[config.mk]
export PLATFORM = sky130hd
export DESIGN_NAME = rom_load_seq
export DESIGN_NICKNAME = d
export VERILOG_FILES = /design/src/rtl/rom_load_seq.sv
export SDC_FILE = /design/constraint.sdc
export NUM_CORES = 1
export LEC_CHECK = 0
export ABC_AREA = 1
export BUFFER_PORTS_ARGS = -buffer_cell sky130_fd_sc_hd__buf_4
export CAP_MARGIN = 10
export CORE_UTILIZATION = 52
export DETAILED_ROUTE_END_ITERATION = 16
export HOLD_SLACK_MARGIN = 0.08
export PLACE_DENSITY = 0.76
export SLEW_MARGIN = 20
export SYNTH_ARGS = -nofsm -noshare
export SYNTH_HDL_FRONTEND = slang
export SYNTH_SLANG_ARGS = --single-unit
[constraint.sdc]
create_clock -name clk -period 3 [get_ports clk]
set_input_delay 0.6 -clock clk [delete_from_list [all_inputs] [get_ports clk]]
set_output_delay 0.6 -clock clk [all_outputs]
set_load 0.01 [all_outputs]
[src/rtl/rom_load_seq.sv]
// rom_load_seq: load sequencer between the memory-stage load path and the
// instruction/constant ROM. One request (LB/LH/LW/LBU/LHU) is fetched as
// B ROM beats through a port of ROM_DW bits with RD_LAT cycles of read
// latency. The returned bytes are reassembled little-endian, and one
// sign/zero-extended 32-bit result is returned.
//
// Handshake: a request is taken in a cycle where req=1 and req_ready=1.
// req_ready is high only in IDLE, and nothing is queued while busy. Each
// request produces exactly one rd_valid pulse, carrying rd_data and err.
// There is no back-pressure on the result.
//
// Ports:
//   clk, rst_n         clock, synchronous active-low reset
//   req, mem_op, addr  load request (mem_op: 000 LB, 001 LH, 010 LW,
//                      100 LBU, 101 LHU; anything else is an error)
//   req_ready          high only in IDLE
//   rom_en, rom_addr   ROM read strobe and word address (addr 0 when idle)
//   rom_data           ROM read data, valid RD_LAT cycles after rom_en
//   rd_valid, rd_data  one-cycle result strobe and result (0 when idle)
//   err                illegal op or rejected misaligned access
//   dbg_state          current FSM state, for observation only
module rom_load_seq #(
  parameter int ROM_DW      = 8,
  parameter int ROM_AW      = 16,
  parameter int RD_LAT      = 1,
  parameter int MISALIGN_OK = 1
) (
  input  logic              clk,
  input  logic              rst_n,
  input  logic              req,
  input  logic [2:0]        mem_op,
  input  logic [31:0]       addr,
  output logic              req_ready,
  output logic              rom_en,
  output logic [ROM_AW-1:0] rom_addr,
  input  logic [ROM_DW-1:0] rom_data,
  output logic              rd_valid,
  output logic [31:0]       rd_data,
  output logic              err,
  output logic [1:0]        dbg_state
);

  localparam int BPW    = ROM_DW / 8;
  localparam int OFFW   = $clog2(BPW);
  // A misaligned access can touch one more ROM word than an aligned one.
  localparam int NWORDS = (MISALIGN_OK != 0) ? (4 / BPW + 1) : (4 / BPW);
  localparam int BUFW   = ROM_DW * NWORDS;
  localparam int NBYTES = BUFW / 8;

  typedef enum logic [1:0] {
    IDLE  = 2'd0,
    ISSUE = 2'd1,
    DRAIN = 2'd2,
    DONE  = 2'd3
  } state_t;

  state_t              state;
  logic                sgn_q;
  logic [2:0]          off_q;
  logic [2:0]          n_q;
  logic [3:0]          b_q;
  logic [2:0]          beat_q;
  logic [2:0]          cnt_q;
  logic [BUFW-1:0]     buf_q;
  logic [BUFW-1:0]     buf_next;
  logic [RD_LAT-1:0]   vld_dl;
  logic [2:0]          idx_dl [RD_LAT];
  logic [31:0]         result;

  // Request decode
  logic              op_legal;
  logic              mis_in;
  logic [2:0]        n_in;
  logic [2:0]        off_in;
  logic [3:0]        b_in;
  logic [ROM_AW-1:0] w_in;

  always_comb begin
    op_legal = (mem_op == 3'b000) || (mem_op == 3'b001) || (mem_op == 3'b010) ||
               (mem_op == 3'b100) || (mem_op == 3'b101);
    case (mem_op[1:0])
      2'b00:   n_in = 3'd1;
      2'b01:   n_in = 3'd2;
      default: n_in = 3'd4;
    endcase
    off_in = addr[2:0] & 3'(BPW - 1);
    // ceil((off + N) / BPW)
    b_in   = (4'(off_in) + 4'(n_in) + 4'(BPW - 1)) >> OFFW;
    mis_in = ((n_in == 3'd2) && addr[0]) || ((n_in == 3'd4) && (addr[1:0] != 2'b00));
    w_in   = addr[ROM_AW+OFFW-1:OFFW];
  end

  logic unused_addr;
  assign unused_addr = &{1'b0, addr};

  // Returning beat lands in its slot of the reassembly buffer. The result
  // register reads buf_next so the last beat is usable in its capture cycle.
  always_comb begin
    buf_next = buf_q;
    for (int w = 0; w < NWORDS; w++) begin
      if (vld_dl[RD_LAT-1] && (idx_dl[RD_LAT-1] == 3'(w))) begin
        buf_next[w*ROM_DW +: ROM_DW] = rom_data;
      end
    end
  end

  logic [7:0] byte_v [4];
  logic       fill;

  always_comb begin
    for (int i = 0; i < 4; i++) begin
      byte_v[i] = 8'h00;
      for (int j = 0; j < NBYTES; j++) begin
        if (4'(j) == (4'(off_q) + 4'(i))) byte_v[i] = buf_next[j*8 +: 8];
      end
    end
    fill = sgn_q && ((n_q == 3'd1) ? byte_v[0][7] : byte_v[1][7]);
    case (n_q)
      3'd1:    result = {{24{fill}}, byte_v[0]};
      3'd2:    result = {{16{fill}}, byte_v[1], byte_v[0]};
      default: result = {byte_v[3], byte_v[2], byte_v[1], byte_v[0]};
    endcase
  end

  assign req_ready = (state == IDLE);
  assign dbg_state = state;

  always_ff @(posedge clk) begin
    if (!rst_n) begin
      state    <= IDLE;
      sgn_q    <= 1'b0;
      off_q    <= 3'd0;
      n_q      <= 3'd0;
      b_q      <= 4'd0;
      beat_q   <= 3'd0;
      cnt_q    <= 3'd0;
      rom_en   <= 1'b0;
      rom_addr <= '0;
      rd_valid <= 1'b0;
      rd_data  <= 32'h0;
      err      <= 1'b0;
      buf_q    <= '0;
      vld_dl   <= '0;
      for (int j = 0; j < RD_LAT; j++) idx_dl[j] <= 3'd0;
    end else begin
      // Beat tag delay line: stage RD_LAT-1 marks the cycle its data is valid.
      vld_dl[0] <= rom_en;
      idx_dl[0] <= beat_q;
      for (int j = 1; j < RD_LAT; j++) begin
        vld_dl[j] <= vld_dl[j-1];
        idx_dl[j] <= idx_dl[j-1];
      end
      buf_q <= buf_next;

      case (state)
        IDLE: begin
          if (req) begin
            sgn_q <= ~mem_op[2];
            off_q <= off_in;
            n_q   <= n_in;
            b_q   <= b_in;
            if (!op_legal || ((MISALIGN_OK == 0) && mis_in)) begin
              state    <= DONE;
              rd_valid <= 1'b1;
              rd_data  <= 32'h0;
              err      <= 1'b1;
            end else begin
              state    <= ISSUE;
              rom_en   <= 1'b1;
              rom_addr <= w_in;
              beat_q   <= 3'd0;
            end
          end
        end
        ISSUE: begin
          if (4'(beat_q) == (b_q - 4'd1)) begin
            rom_en   <= 1'b0;
            rom_addr <= '0;
            cnt_q    <= 3'd0;
            state    <= DRAIN;
          end else begin
            beat_q   <= beat_q + 3'd1;
            rom_addr <= rom_addr + ROM_AW'(1); // wraps silently at the top
          end
        end
        DRAIN: begin
          // Waits for the last beat; its data is captured in the final cycle.
          if (cnt_q == 3'(RD_LAT - 1)) begin
            state    <= DONE;
            rd_valid <= 1'b1;
            rd_data  <= result;
            err      <= 1'b0;
          end else begin
            cnt_q <= cnt_q + 3'd1;
          end
        end
        default: begin // DONE
          rd_valid <= 1'b0;
          rd_data  <= 32'h0;
          err      <= 1'b0;
          state    <= IDLE;
        end
      endcase
    end
  end

endmodule

=== Yosys cells after proc, flatten, opt, wreduce, memory -nomap -nowiden ===
Memory sizes are Yosys's and may differ from the RTL's.
Cells that the tools add are included.

* Bits in registers: 96
* Latch bits: 0
* Memory bits (writable): 3
* ROM bits: 0
* Input bits: 46
* Output and inout bits: 54
* Word-level logic and storage cells: 104
* Memories kept: 1

* Add/subtract/negate cells: 4
* Multiply operators: 0
* Divide/modulo/power cells: 0
* Magnitude comparators: 0
* Eq/ne operators: 20
* Shifts and indexed selects: 0
* Multiplexer cells: 41
* Bitwise logic cells: 2
* Reductions and logical operators: 24

{| class="wikitable"
|+ Memory list
! memory !! depth !! bits a word !! read ports !! clocked after Yosys merged registers in !! write ports !! line !! RTL
|-
| idx_dl || 1 || 3 || 1 || 0 || 1 || 67 || <nowiki>logic [2:0] idx_dl [RD_LAT];</nowiki>
|}

{| class="wikitable"
|+ Operators by type and width
! cell !! number
|-
| 32-bit 2-to-1 mux || 3
|-
| 32-bit one-hot mux with 3 select lines || 1
|-
| 32-bit one-hot mux with 2 select lines || 1
|-
| 16-bit 2-to-1 mux || 3
|-
| 8-bit 2-to-1 mux || 4
|-
| 16-bit one-hot mux with 2 select lines || 1
|-
| 3-bit 2-to-1 mux || 6
|-
| 3-bit one-hot mux with 2 select lines || 3
|-
| 16-bit by 1-bit adder with 16-bit output (second input constant) || 1
|-
| 3-bit by 2-bit equality test with 1-bit output (second input constant) || 4
|-
| 2-bit != test (second input constant) || 6
|-
| 4-bit AND reduction || 3
|-
| 1-bit 2-to-1 mux || 11
|-
| 3-bit by 1-bit equality test with 1-bit output (second input constant) || 3
|-
| 3-bit zero test || 3
|-
| 3-bit AND reduction || 3
|-
| 2-bit 2-to-1 mux || 4
|-
| 3-bit by 1-bit adder with 3-bit output (second input constant) || 2
|-
| 3-bit equality test (second input constant) || 2
|-
| 1-bit one-hot mux with 3 select lines || 2
|-
| 2-bit one-hot mux with 3 select lines || 1
|-
| 1-bit logical AND || 5
|-
| 2-bit by 1-bit equality test with 1-bit output (second input constant) || 2
|-
| 3-bit by 4-bit equality test with 1-bit output || 1
|-
| 10 further kinds || 16
|}

=== Longest topological paths before layout ===
Gate-level depths: netlist (run 1).
An unclocked memory read counts as a cell.

* Depth after elaboration: 9
* Depth in mapped cells: 12
* Depth with buffers taken out: 12

=== Worst setup path after synthesis (run 1) ===
No wires, ideal clock.

* Path type: flip-flop to flip-flop
* From: register state[0], in the netlist dbg_state[0]
* To: register rd_data[28]
* Setup time: 0.068 ns
* Arrival time: 1.688 ns
* Data required time: 2.932 ns
* Setup slack: 1.244 ns
* Cell stages (with the launch flop): 11
* Buffers on the path: 1
* Period minus slack after synthesis: 1.756 ns
* Cell sequence: dfxtp_1 inv_1 ha_1 inv_2 nor2_1 nor2_4 nand3_4 nor2_8 buf_8 nand3_2 a21oi_2

* Cells in the longest elaborated chain, start to end: 3
* Elaborated cells between the ends (all ways): 9
* Those cells by class: eq/ne: 5; mux: 1; bitwise: 1; reduce/logical: 2

{| class="wikitable"
|+ RTL lines
! item !! line !! RTL
|-
| start: declaration || 57 || <nowiki>state_t state;</nowiki>
|-
| start signal: assignment || 130 || <nowiki>state <= IDLE;</nowiki>
|-
| start signal: assignment || 163 || <nowiki>state <= DONE;</nowiki>
|-
| start signal: assignment || 168 || <nowiki>state <= ISSUE;</nowiki>
|-
| 2-bit zero test (*) || - ||
|-
| via req_ready || 33 || <nowiki>output logic req_ready,</nowiki>
|-
| 2-bit != test (no source line) || - ||
|-
| 4-bit AND reduction (no source line) || - ||
|-
| end signal: assignment || 191 || <nowiki>rd_data <= result;</nowiki>
|-
| end: declaration || 38 || <nowiki>output logic [31:0] rd_data,</nowiki>
|}

Mark *: on every way through the listed nets, which the timed path passes. The rest lies on a longest branch.
A chain may end at the register's enable or synchronous reset.

=== Final worst setup path (run 1) ===
* From: register state[0], in the netlist dbg_state[0]
* To: register rd_data[27]

* Cells in the longest elaborated chain, start to end: 3
* Elaborated cells between the ends (all ways): 9
* Those cells by class: eq/ne: 5; mux: 1; bitwise: 1; reduce/logical: 2

{| class="wikitable"
|+ RTL lines
! item !! line !! RTL
|-
| 2-bit equality test (tied with other cells) || 155 || <nowiki>case (state)</nowiki>
|-
| 2-bit != test (no source line) or 1-bit inverter (tied branches) || - ||
|-
| 4-bit AND reduction (no source line) || - ||
|}

Parallel ways exist; a longest one is shown, timed or not.

==> impl_metrics.tcl, run 1 <==
set metrics [dict create \
    status "complete, but fails checks" \
    violations "design-rule violations" \
    hpwl_um 7790 \
    yosysWarnings 0 \
    cp-start-kind "flip-flop" \
    fin_skew_ns 0.00915 \
    worst-path-buf-inv 2 \
    netlist_instances 644 \
    stdcell_count 826 \
    ctsHoldBuffers 0 \
    clkTransAtPathRegs_ns 0.10 \
    vias 4394 \
    final_util_pct 63.5 \
    rsz0062_at_grt "false" \
    multi_input_area_um2 2410 \
    avgSynthCellArea_um2 7.42 \
    drt_pre_antenna_iters 11 \
    grt_pass1_vias 4217 \
    gp_routability_congestion 0.854 \
    drive_gt1_share_pct 23.8 \
    antenna_cells 0 \
    core_um2 8810 \
    cap_violations 0 \
    syn_nets 701 \
    clk-insertion-delay-late_ns 0.37 \
    setup_tns_ns 0 \
    routed_wl_um 11100 \
    port_buffers 83 \
    path_class "flip-flop to flip-flop" \
    area_growth_pct 17.0 \
    drcViolationCount 6 \
    synth_area_leaders "dfxtp_1 (41%), nand2_1 (13%), nor2_1 (5.6%)" \
    vias_per_cell 5.32 \
    fillers 810 \
    clock-sinks 99 \
    cp_slowest_stage_delay_ns 0.46 \
    synth_cell_type_count 40 \
    period_needed_ns 2.05 \
    slew_viol_final 0 \
    layout_setup_ws_ns 0.949 \
    synth_edf_count 0 \
    required_ns 3.31 \
    setup_viol 0 \
    dpl_worst_slack_ns 0.983 \
    hold_viol_final 0 \
    yosys-top-cells-count "nand2_1 (167), dfxtp_1 (99), nor2_1 (71)" \
    grt_max_degree 39 \
    r2r-end "rd_data[27]$_SDFFE_PN0P_" \
    cp-end-kind "flip-flop" \
    rr_worst_depth 9 \
    die_w_um 97.9 \
    cp_cell_sequence "inv_1, ha_1, inv_2, nor2_1, nor2_4, nand3_4, nor2_8, nand3_2, a21oi_2" \
    hold_path.class "primary input to flip-flop" \
    cts_buffer_depth 2 \
    htree_num_levels 3 \
    dp_cells 810 \
    finalPower_uw 3710 \
    ant_nets 0 \
    dieArea_um2 9580 \
    synth.most_common_cell "nand2_1" \
    r2r_start "dbg_state[0]$_SDFFE_PN0P_" \
    fin_crit_sh_pct 68.4 \
    io_pins 100 \
    yosys_most_used_dff "dfxtp_1" \
    cts_resized 0 \
    max_freq_ghz 0.488 \
    crit_family "simple AND/OR/NAND/NOR gates" \
    start_util_pct 54.3 \
    hold_start "mem_op[2]" \
    rows 34 \
    cts_buffers 9 \
    worst_ir_drop_vdd_uv 321 \
    critPathMaxFanout 32 \
    nets 770 \
    hold_depth 2 \
    worst_pin_slew_ns 0.636 \
    grt_util_all_layers_pct 24.0 \
    synth_top_area_share_pct 41.5 \
    relSlewSlack_pct 57.5 \
    wl_per_cell_um 13.4 \
    cts_root_buf "clkbuf_8" \
    synthArstFlopShare_pct 0 \
    die_height_um 97.9 \
    ys_seq_area_share_pct 41.5 \
    yosysTopAreaCell "dfxtp_1" \
    synth_area_um2 4780 \
    globalRouteOverflowTotal 0 \
    hold_end "sgn_q$_SDFFE_PN0P_" \
    regArea_um2 1980 \
    cp.arrival_ns 2.36 \
    r2r_slack_ns 0.95 \
    grt_pass1_wl_um 18800 \
    ys_seq_elements 99 \
    cts_setup_buffers 0 \
    p_per_area_nw_per_um2 664 \
    drt-initial-drc-count 204 \
    antenna_found_initial 0 \
    leakage_uw 0.00252 \
    slowest_stage "nor2_8" \
    cts_tree "built" \
]
==> worst max path at each step <==
stage,depth (start not counted),slack [ns],end,start
floorplan,10,1.24,rd_data[28]$_SDFFE_PN0P_,dbg_state[0]$_SDFFE_PN0P_
global placement,9,1.04,rd_data[27]$_SDFFE_PN0P_,dbg_state[0]$_SDFFE_PN0P_
detailed placement,9,0.98,rd_data[27]$_SDFFE_PN0P_,dbg_state[0]$_SDFFE_PN0P_
CTS,9,0.96,rd_data[27]$_SDFFE_PN0P_,dbg_state[0]$_SDFFE_PN0P_
global route,9,0.77,rd_data[24]$_SDFFE_PN0P_,dbg_state[0]$_SDFFE_PN0P_
finish,9,0.95,rd_data[27]$_SDFFE_PN0P_,dbg_state[0]$_SDFFE_PN0P_
==> kinds of logic after synthesis <==
kind of cell,synth area share [%]
and+or+nand+nor,31.3
AOI/OAI and AO/OA,14.6
DFF,41.5
buffers and inverters,8.12
adders and majority gates,2.88
xor gates and xnor gates,1.65
==> cell usage in the layout (no fill, tap or decap), drive strengths merged, types with 2 or more instances in the layout <==
cell type / n
ha: 11
buf: 86
dfxtp: 99
xnor2: 2
clkinv: 2
clkbuf: 9
inv: 62
nor2: 78
o211ai: 7
clkinvlp: 2
o21bai: 2
o22ai: 2
a21oi: 69
nand2: 174
a31oi: 3
nand3: 52
nor3: 2
o21ai: 33
xor2: 7
nand4: 12
==> layer usage <==
layer / track usage [%] / share of wire (%) / up-vias
met1: 29.2 / 43 / 2032
met3: 4.94 / 5.3 / 19
met5: 0 / 0 / -
met4: 10.3 / 2.1 / 0
met2: 41.1 / 49 / 126
li1: - / - / 2217
==> area by class of cell <==
class / instances / area share, %
clock buffer: 9 / 2.22
clock inverter: 7 / 1.07
inverter: 59 / 4.01
multi-input combinational: 458 / 43.1
sequential: 99 / 35.4
tap: 108 / 2.42
timing repair buffer: 86 / 11.8
==> state kept, by name (all words and copies together) (netlist names), 2 cells and up <==
| signal | cells |
|---|---|
| cnt_q | 3 |
| idx_dl | 3 |
| rom_addr | 16 |
| rd_data | 32 |
| buf_q | 32 |
| dbg_state | 2 |
| beat_q | 3 |
| n_q | 3 |
==> power breakdown <==
group          total, uW  switching [uW]  internal (uW)
Sequential          1610             145           1460
Combinational       1290             838            453
Clock                817             501            316
==> stage by stage <==
step	hold slack [ns]	instance area [um2]
CTS	0.407	5590
floorplan	0.437	4780
detailed placement	0.442	5410
global route	0.403	5590
global placement	0.441	5410
finish	0.421	5590
No activity file was read; power rests on OpenSTA's default activity.
==> run 2, diff against run 1 <==
--- a/config.mk
+++ b/config.mk
@@ -8,7 +8,7 @@
 export ABC_AREA = 1
 export BUFFER_PORTS_ARGS = -buffer_cell sky130_fd_sc_hd__buf_4
 export CAP_MARGIN = 10
-export CORE_UTILIZATION = 52
+export CORE_UTILIZATION = 49
 export DETAILED_ROUTE_END_ITERATION = 16
 export HOLD_SLACK_MARGIN = 0.08
 export PLACE_DENSITY = 0.76
==> constraint.sdc (replaced) <==
create_clock -name clk -period 1.8 [get_ports clk]
set_input_delay 0.36 -clock clk [delete_from_list [all_inputs] [get_ports clk]]
set_output_delay 0.36 -clock clk [all_outputs]
set_load 0.01 [all_outputs]
==> run 2 against run 1 <==
Against the previous run:
- the run now ends clean
- core utilization about the same
- via count grew 2.8%
- die area up 6.0%
- routed wire length grew 8.5%
- critical endpoint is now rd_data[16]$_SDFFE_PN0P_
==> impl_metrics.tcl, run 2 (synthesis results as in run 1) <==
set metrics [dict create \
    vias_per_cell 5.20 \
    cap_violations 0 \
    worst_ir_drop_vdd_uv 571 \
    htree_num_levels 3 \
    start_util_pct 51.2 \
    antenna_cells 0 \
    p_per_area_nw_per_um2 1150 \
    drcViolationCount 0 \
    cp.arrival_ns 2.04 \
    regArea_um2 1990 \
    worst-path-buf-inv 3 \
    path_class "flip-flop to flip-flop" \
    vias 4518 \
    max_freq_ghz 0.584 \
    routed_wl_um 12000 \
    core_um2 9330 \
    die_w_um 101 \
    multi_input_area_um2 2440 \
    antenna_found_initial 0 \
    drt-initial-drc-count 210 \
    mostFrequentLayoutCells "nand2_1 (167), buf_4 (100), dfxtp_1 (98), nor2_1 (68), a21oi_1 (53)" \
    area_growth_pct 24.0 \
    hold_path.class "primary input to flip-flop" \
    setup.worst_path.end "rd_data[16]$_SDFFE_PN0P_" \
    r2r-end "rd_data[16]$_SDFFE_PN0P_" \
    hold_viol_final 0 \
    cp-end-kind "flip-flop" \
    cp-startpoint "dbg_state[0]$_SDFFE_PN0P_" \
    rows 35 \
    slowest_stage "dfxtp_1" \
    clock-sinks 99 \
    cts_buffer_depth 2 \
    grt_pass1_wl_um 19000 \
    grt_pass1_vias 4115 \
    dieArea_um2 10200 \
    grt_util_all_layers_pct 23.8 \
    worst_pin_slew_ns 0.537 \
    hpwl_um 8560 \
    critPathMaxFanout 8 \
    status "complete, no violations" \
    gp_routability_congestion 0.898 \
    port_buffers 83 \
    fin_crit_sh_pct 95.1 \
    setup_viol 0 \
    fillers 823 \
    required_ns 2.13 \
    ctsHoldBuffers 0 \
    relSlewSlack_pct 64.1 \
    r2r_slack_ns 0.09 \
    io_pins 100 \
    cp_cell_sequence "inv_1, ha_2, inv_4, a21oi_4, nor2_4, nand3_4, nor2_8, clkbuf_16, nand3_2, a21oi_2" \
    drive_gt1_share_pct 26.9 \
    cp-start-kind "flip-flop" \
    r2r_start "dbg_state[0]$_SDFFE_PN0P_" \
    rsz0062_at_grt "true" \
    grt_max_degree 48 \
    period_needed_ns 1.71 \
    dp_cells 849 \
    fin_skew_ns 0.0118 \
    cts_root_buf "clkbuf_8" \
    top_regs "buf_q (32), rd_data (32), rom_addr (16)" \
    stdcell_count 869 \
    globalRouteOverflowTotal 0 \
    cts_tree "built" \
    cp_slowest_stage_delay_ns 0.34 \
    slew_viol_final 0 \
    final_util_pct 63.5 \
    cts_buffers 9 \
    ant_nets 0 \
    layout_commonest_cell "nand2_1" \
    clk-insertion-delay-late_ns 0.38 \
    leakage_uw 0.00267 \
    die_height_um 101 \
    crit_family "simple AND/OR/NAND/NOR gates" \
    path_depth 10 \
    clkTransAtPathRegs_ns 0.11 \
    nets 792 \
    drt_pre_antenna_iters 5 \
    wl_per_cell_um 13.8 \
    rr_worst_depth 10 \
]
[run 2: report_power, final]
| group | leakage (uW) | internal [uW] | switching [uW] |
|---|---|---|---|
| clock | 0.000106 | 665 | 856 |
| combinational | 0.00176 | 1080 | 1520 |
| sequential | 0.000802 | 2440 | 234 |
| total | 0.00267 | 4190 | 2610 |
[run 2: worst register-to-register path, cell delays in order (launching register included)]
cell and delay, ns:
dfxtp_1 0.34, inv_1 0.08, ha_2 0.24, inv_4 0.11, a21oi_4 0.05, nor2_4 0.11, nand3_4 0.12, nor2_8 0.22
clkbuf_16 0.20, nand3_2 0.08, a21oi_2 0.12
[run 2: cell type report]
cell class / count / area share, %
clock buffers: 9 / 2.09
clock inverters: 7 / 1.37
inverters: 59 / 3.78
multi-input cells: 458 / 41.1
flip-flops and latches: 99 / 33.5
well taps: 129 / 2.72
repair buffers: 108 / 15.4
[run 2: worst min-delay path by stage]
| stage | cells past startpoint | end | slack (ns) | startpoint |
|---|---|---|---|---|
| 6_report | 3 | rom_addr[9]$_SDFFE_PN0P_ | 0.17 | addr[9] |
| 5_1_grt | 2 | sgn_q$_SDFFE_PN0P_ | 0.18 | mem_op[2] |
| 4_1_cts | 3 | rom_addr[9]$_SDFFE_PN0P_ | 0.16 | addr[9] |
| 3_5_place_dp | 2 | rd_data[13]$_SDFFE_PN0P_ | 0.46 | rd_data[13]$_SDFFE_PN0P_ |
| 3_3_place_gp | 2 | buf_q[23]$_SDFF_PN0_ | 0.46 | buf_q[23]$_SDFF_PN0_ |
| 2_1_floorplan | 2 | idx_dl[0][0]$_SDFF_PN0_ | 0.44 | beat_q[0]$_SDFFE_PN0P_ |
[run 2: metal layers]
layer | share of wire [%] | global-route usage [%] | vias to the layer above
met2 | 48 | 40.0 | 114
met3 | 4.0 | 3.40 | 25
met4 | 2.4 | 9.92 | 0
met1 | 46 | 30.7 | 2109
li1 | - | - | 2270
met5 | 0 | 0 | -
[run 2: what timing repair did]
action / in CTS / in global routing
gates resized for setup: 1 / 8
setup endpoints to repair: 16 / 36
buffers inserted: 0 / 1
cloned: 0 / 3
pin swaps: 0 / 1
[run 2: stage by stage]
| stage | worst slack [ns] | cell area, um2 | hold WS [ns] | power (uW) | setup TNS (ns) |
|---|---|---|---|---|---|
| after global placement | 0.0673 | 5620 | 0.457 | 5100 | 0 |
| after floorplan | 0.0438 | 4780 | 0.437 | 4240 | 0 |
| final | 0.0877 | 5920 | 0.166 | 6800 | 0 |
| after global routing | -0.0267 | 5920 | 0.180 | 7180 | -0.0481 |
| after detailed placement | -0.0156 | 5620 | 0.458 | 5160 | -0.0409 |
| after CTS | 0.00780 | 5830 | 0.163 | 6660 | 0 |
